--- src/rtl/memory_arbiter.sv ---
// memory_arbiter: data-priority arbiter of instruction fetch and data access onto a single-port RAM.
// A starvation counter forces instruction grants; a watchdog aborts hung RAM transactions.
module memory_arbiter #(
  parameter int ADDR_W = 32,
  parameter int DATA_W = 32,
  parameter int TIMEOUT = 255,
  parameter int STARVE_LIMIT = 4
) (
  input  logic              CLK,
  input  logic              RST,
  input  logic              iREN,
  input  logic [ADDR_W-1:0] iaddr,
  output logic [DATA_W-1:0] iload,
  output logic              ihit,
  input  logic              dREN,
  input  logic              dWEN,
  input  logic [ADDR_W-1:0] daddr,
  input  logic [DATA_W-1:0] dstore,
  output logic [DATA_W-1:0] dload,
  output logic              dhit,
  output logic              ramREN,
  output logic              ramWEN,
  output logic [ADDR_W-1:0] ramaddr,
  output logic [DATA_W-1:0] ramstore,
  input  logic [DATA_W-1:0] ramload,
  input  logic              ramready,
  input  logic              ramerr,
  output logic              err
);
  localparam int SW = $clog2(STARVE_LIMIT + 1);
  typedef enum logic [1:0] {IDLE, DGRANT, IGRANT, HIT} state_t;
  state_t state, next;
  logic [ADDR_W-1:0] addr_q;
  logic [DATA_W-1:0] store_q;
  logic wr_q, data_q, pick_d, grant, abort, done;
  logic [15:0] wait_cnt;
  logic [SW-1:0] starve;
  always_ff @(posedge CLK or posedge RST)
    if (RST) state <= IDLE;
    else state <= next;
  // RAM-side outputs come only from state and latched request, so reset drops them at once
  always_comb begin
    pick_d = (dREN | dWEN) & ~(iREN & (starve == SW'(STARVE_LIMIT)));
    grant = state == DGRANT || state == IGRANT;
    abort = grant & (ramerr | (~ramready & (wait_cnt == 16'(TIMEOUT - 1))));
    done = grant & ramready & ~ramerr;
    next = state == HIT ? IDLE
         : state == IDLE ? (pick_d ? DGRANT : iREN ? IGRANT : IDLE)
         : abort ? IDLE : done ? HIT : state;
    ramREN = state == IGRANT || (state == DGRANT && !wr_q);
    ramWEN = state == DGRANT && wr_q;
    ramaddr = grant ? addr_q : '0;
    ramstore = ramWEN ? store_q : '0;
    ihit = state == HIT && !data_q;
    dhit = state == HIT && data_q;
  end
  always_ff @(posedge CLK or posedge RST)
    if (RST) begin
      addr_q <= '0;
      store_q <= '0;
      wr_q <= 1'b0;
      data_q <= 1'b0;
      wait_cnt <= '0;
      starve <= '0;
      iload <= '0;
      dload <= '0;
      err <= 1'b0;
    end else begin
      wait_cnt <= grant ? wait_cnt + 16'd1 : '0;
      err <= err | abort;
      if (state == IDLE && pick_d) begin
        addr_q <= daddr;
        store_q <= dstore;
        wr_q <= dWEN;
        data_q <= 1'b1;
        starve <= iREN ? starve + SW'(1) : '0;
      end else if (state == IDLE && iREN) begin
        addr_q <= iaddr;
        wr_q <= 1'b0;
        data_q <= 1'b0;
        starve <= '0;
      end
      if (done && !wr_q && data_q) dload <= ramload;
      if (done && !data_q) iload <= ramload;
    end
endmodule

--- config.mk ---
export PLATFORM = sky130hd
export DESIGN_NAME = memory_arbiter
export DESIGN_NICKNAME = d
export VERILOG_FILES = /design/src/rtl/memory_arbiter.sv
export SDC_FILE = /design/constraint.sdc
export NUM_CORES = 1
export LEC_CHECK = 0
export CORE_UTILIZATION = 41
export DETAILED_ROUTE_END_ITERATION = 8
export PLACE_DENSITY = 0.74
export SYNTH_ARGS = -nofsm -noshare
export SYNTH_HDL_FRONTEND = slang
export SYNTH_SLANG_ARGS = --single-unit
--- constraint.sdc ---
create_clock -name CLK -period 8.3 [get_ports CLK]
set_input_delay 1.245 -clock CLK [delete_from_list [all_inputs] [get_ports CLK]]
set_output_delay 1.245 -clock CLK [all_outputs]
set_load 0.02 [all_outputs]
==> run metrics <==
# clock sinks 152; number of vias per cell 5.08; DR WL met2 roughly 8600 um; synth warn 0; row cnt 46; Yosys cell types 43; Final ANT Viol Nets 0; Crit path largest cell delay 0.85 ns; Hold Path Sink err$_DFF_PP0_; top cells by area, synth dfrtp_1 57%, mux2_2 15%, a222oi_1 4.8%; final setup TNS 0 ns; Initial Util 42.0%; # DRC 0; Seq/Total Area, Yosys 57.3%; PD cells 389 nW/um^2; final slew viol count 0; # diodes 0; total track usage a little over a fifth; Worst-path clk slew 0.06 ns; H-tree lvl count 4; Max Freq 254 MHz; syn nets approximately 660; min Tclk post-route approximately 3.9 ns; synthesized area per cell 12.9 um^2; Layout area overhead 52.0%; CP Class register to output pin; final wirelength 17900 um; # Max-Cap Violations 0; Crit. End Element output pin; Top delay family on crit path adder cells; dpl hpwl between 10000 and 15000 um; antenna violations before repair 0; TritonCTS buffer count 17; routed via count 5107; clock buffer depth 2; fin nets about 900; Finished Core Util between 60% and 70%; Clock Skew between 0.007 and 0.008 ns; die width 129 um; Synth Instances 515; first-pass GRT wire length 27600 um; # IOs 268; status complete, no violations; post-CTS setup buffers 0; share of cells above drive strength 1 17.0%; clk_lat worst skew 0.41 ns; Post-CTS Resized 0; Fill cells 1192; min-delay src err$_DFF_PP0_; largest fanout on the critical path 34; worst reg2reg endpoint store_q[31]$_DFFE_PP0P_; reg2reg path depth 6; Critical path buffers and inverters 2; slowest stage cell, crit path ha_1; total gr overflow 0; crit path DAT 2.69 ns; worst reg-to-reg setup slack 5.62 ns; Metal-1 WL 7280 um; RR Startpoint state[0]$_DFFE_PP0P_; number of global-route vias before repair 5298; Final period util a little under half; VDD IR max slightly below 0.2 mV; cell accounting for the most synthesized area dfrtp_1; measured slew at the worst slew-check pin around 1.1 ns; Yosys reg bits 152; Critical Path RT 7.05 ns; die area 16700 um^2; Tot Pwr 3.93 mW; first-pass detailed-route iteration total 6; CTS Root Cell clkbuf_16; share of the synthesized area in the top cell type between 50% and 60%; CTS tree built; Max-slew headroom about 28%; Syn Std Cell Area between 6000 and 7000 um^2; gpl congestion 0.741; max layer used met4; Die H 129 um; worst min-delay path category register to register; DRT iter0 DRCs between 200 and 300; largest net degree at the start of global routing between 80 and 90; startpoint types register; WL per Instance ~18 um; RSZ-0062 raised after global routing no; cell chain of the critical path inv_1 -> ha_1 -> and3_1 -> clkdlybuf4s50_1; Final Hold Viols 0; hold path depth 1; LEAKAGE 4.46 nW; # port buffers 267; Post-CTS Hold Fix Bufs 0; core area 15800 um^2; wire length on met3 1620 um; final setup vio count 0
[cell type report]
| cell class | instances | area, um^2 | area share, % |
|---|---|---|---|
| tap | 216 | 270 | 2.68 |
| multi-input combinational | 289 | 2540 | 25.2 |
| timing repair buffer | 274 | 2730 | 27.0 |
| sequential | 152 | 3800 | 37.7 |
| clock inverter | 11 | 149 | 1.47 |
| clock buffer | 21 | 440 | 4.36 |
| inverter | 43 | 166 | 1.65 |
[cells in the final DEF, fill, tap and decap left out, types with 2 or more instances in the layout]
cell             Yosys  layout
clkdlybuf4s50_1      0     267
dfrtp_1            152     152
mux2_2              90      90
and2_1              45      45
inv_1               43      42
a222oi_1            32      32
and3_1              32      32
clkbuf_16            0      17
nand2_1              9       9
xor2_1               8       8
ha_1                 8       8
buf_4                1       7
mux2_1               6       6
nor4_1               5       5
o21ai_0              5       5
nand3_1              4       4
xnor2_1              4       4
a21boi_0             4       4
clkbuf_1            17       4
nor3_1               3       3
or3_1                3       3
nor2_1               4       3
nor2b_1              3       3
bufinv_16            0       3
clkinvlp_4           0       3
nor2_2               1       2
nand4_1              2       2
a21o_1               2       2
inv_6                0       2
a211oi_1             2       2
o2bb2ai_1            2       2
clkinv_2             0       2
clkinv_4             0       2
[worst max-delay path by stage]
stage / depth (start not counted) / startpoint / to / slack (ns)
detailed placement: 5 / dWEN / store_q[31]$_DFFE_PP0P_ / 4.53
floorplan: 1 / RST / addr_q[0]$_DFFE_PP0P_ / 2.96
global route: 4 / state[1]$_DFFE_PP0P_ / ramstore[9] / 4.19
finish: 4 / state[1]$_DFFE_PP0P_ / ramstore[11] / 4.37
global placement: 5 / dWEN / store_q[0]$_DFFE_PP0P_ / 4.62
CTS: 4 / state[1]$_DFFE_PP0P_ / ramstore[11] / 4.38
[cell usage after synthesis (all sizes together)]
library cell and count:
a211oi 2, a21boi 4, a21o 2, a222oi 32
a22o 1, a2bb2oi 1, a31oi 1, a32o 1
a41o 1, and2 45, and3 32, and4 1
buf 14, clkbuf 17, dfrtp 152, ha 8
inv 43, mux2 96, nand2 9, nand3 5
nand4 3, nand4b 1, nor2 5, nor2b 3
nor3 3, nor3b 1, nor4 5, nor4b 1
nor4bb 1, o21ai 6, o2bb2ai 2, o31ai 1
or2 1, or3 3, xnor2 4, xor2 8
[flip-flops by register name, indices dropped and copies added, names as in the netlist, 2 cells and up]
register  cells
addr_q       32
wait_cnt     16
dload        32
store_q      32
state         2
iload        32
starve        3
[cell families (layout without fill, tap and decap cells)]
kind of cell    Yosys count  in the layout  share of synthesized area, %
xor+xnor                 12             12                          1.58
fa+ha+maj                 8              8                          1.51
buf+inv                  74            349                          4.77
mux                      96             96                          16.3
flops                   152            152                          57.3
compound gates           54             54                          7.38
simple gates            119            119                          11.2
[power by group]
part           switching, mW  internal (mW)
Clock                  0.295          0.474
Sequential             0.195           1.08
Combinational          0.921          0.969
[through the flow]
stage	area, um^2	hold WS (ns)	cells	setup WS (ns)
floorplan	6640	0.469	515	2.96
global placement	9510	0.465	974	4.62
detailed placement	9510	0.468	974	4.53
CTS	10100	0.482	1006	4.38
global route	10100	0.493	1006	4.19
finish	10100	0.481	1006	4.37
[layer usage]
| layer | vias to the layer above | global-route usage, % |
|---|---|---|
| li1 | 2368 | - |
| met1 | 2481 | 25.4 |
| met2 | 236 | 36.5 |
| met3 | 22 | 7.27 |
| met4 | 0 | 9.00 |
| met5 | - | 0 |
Note: power is estimated with default switching activity, not from simulation.
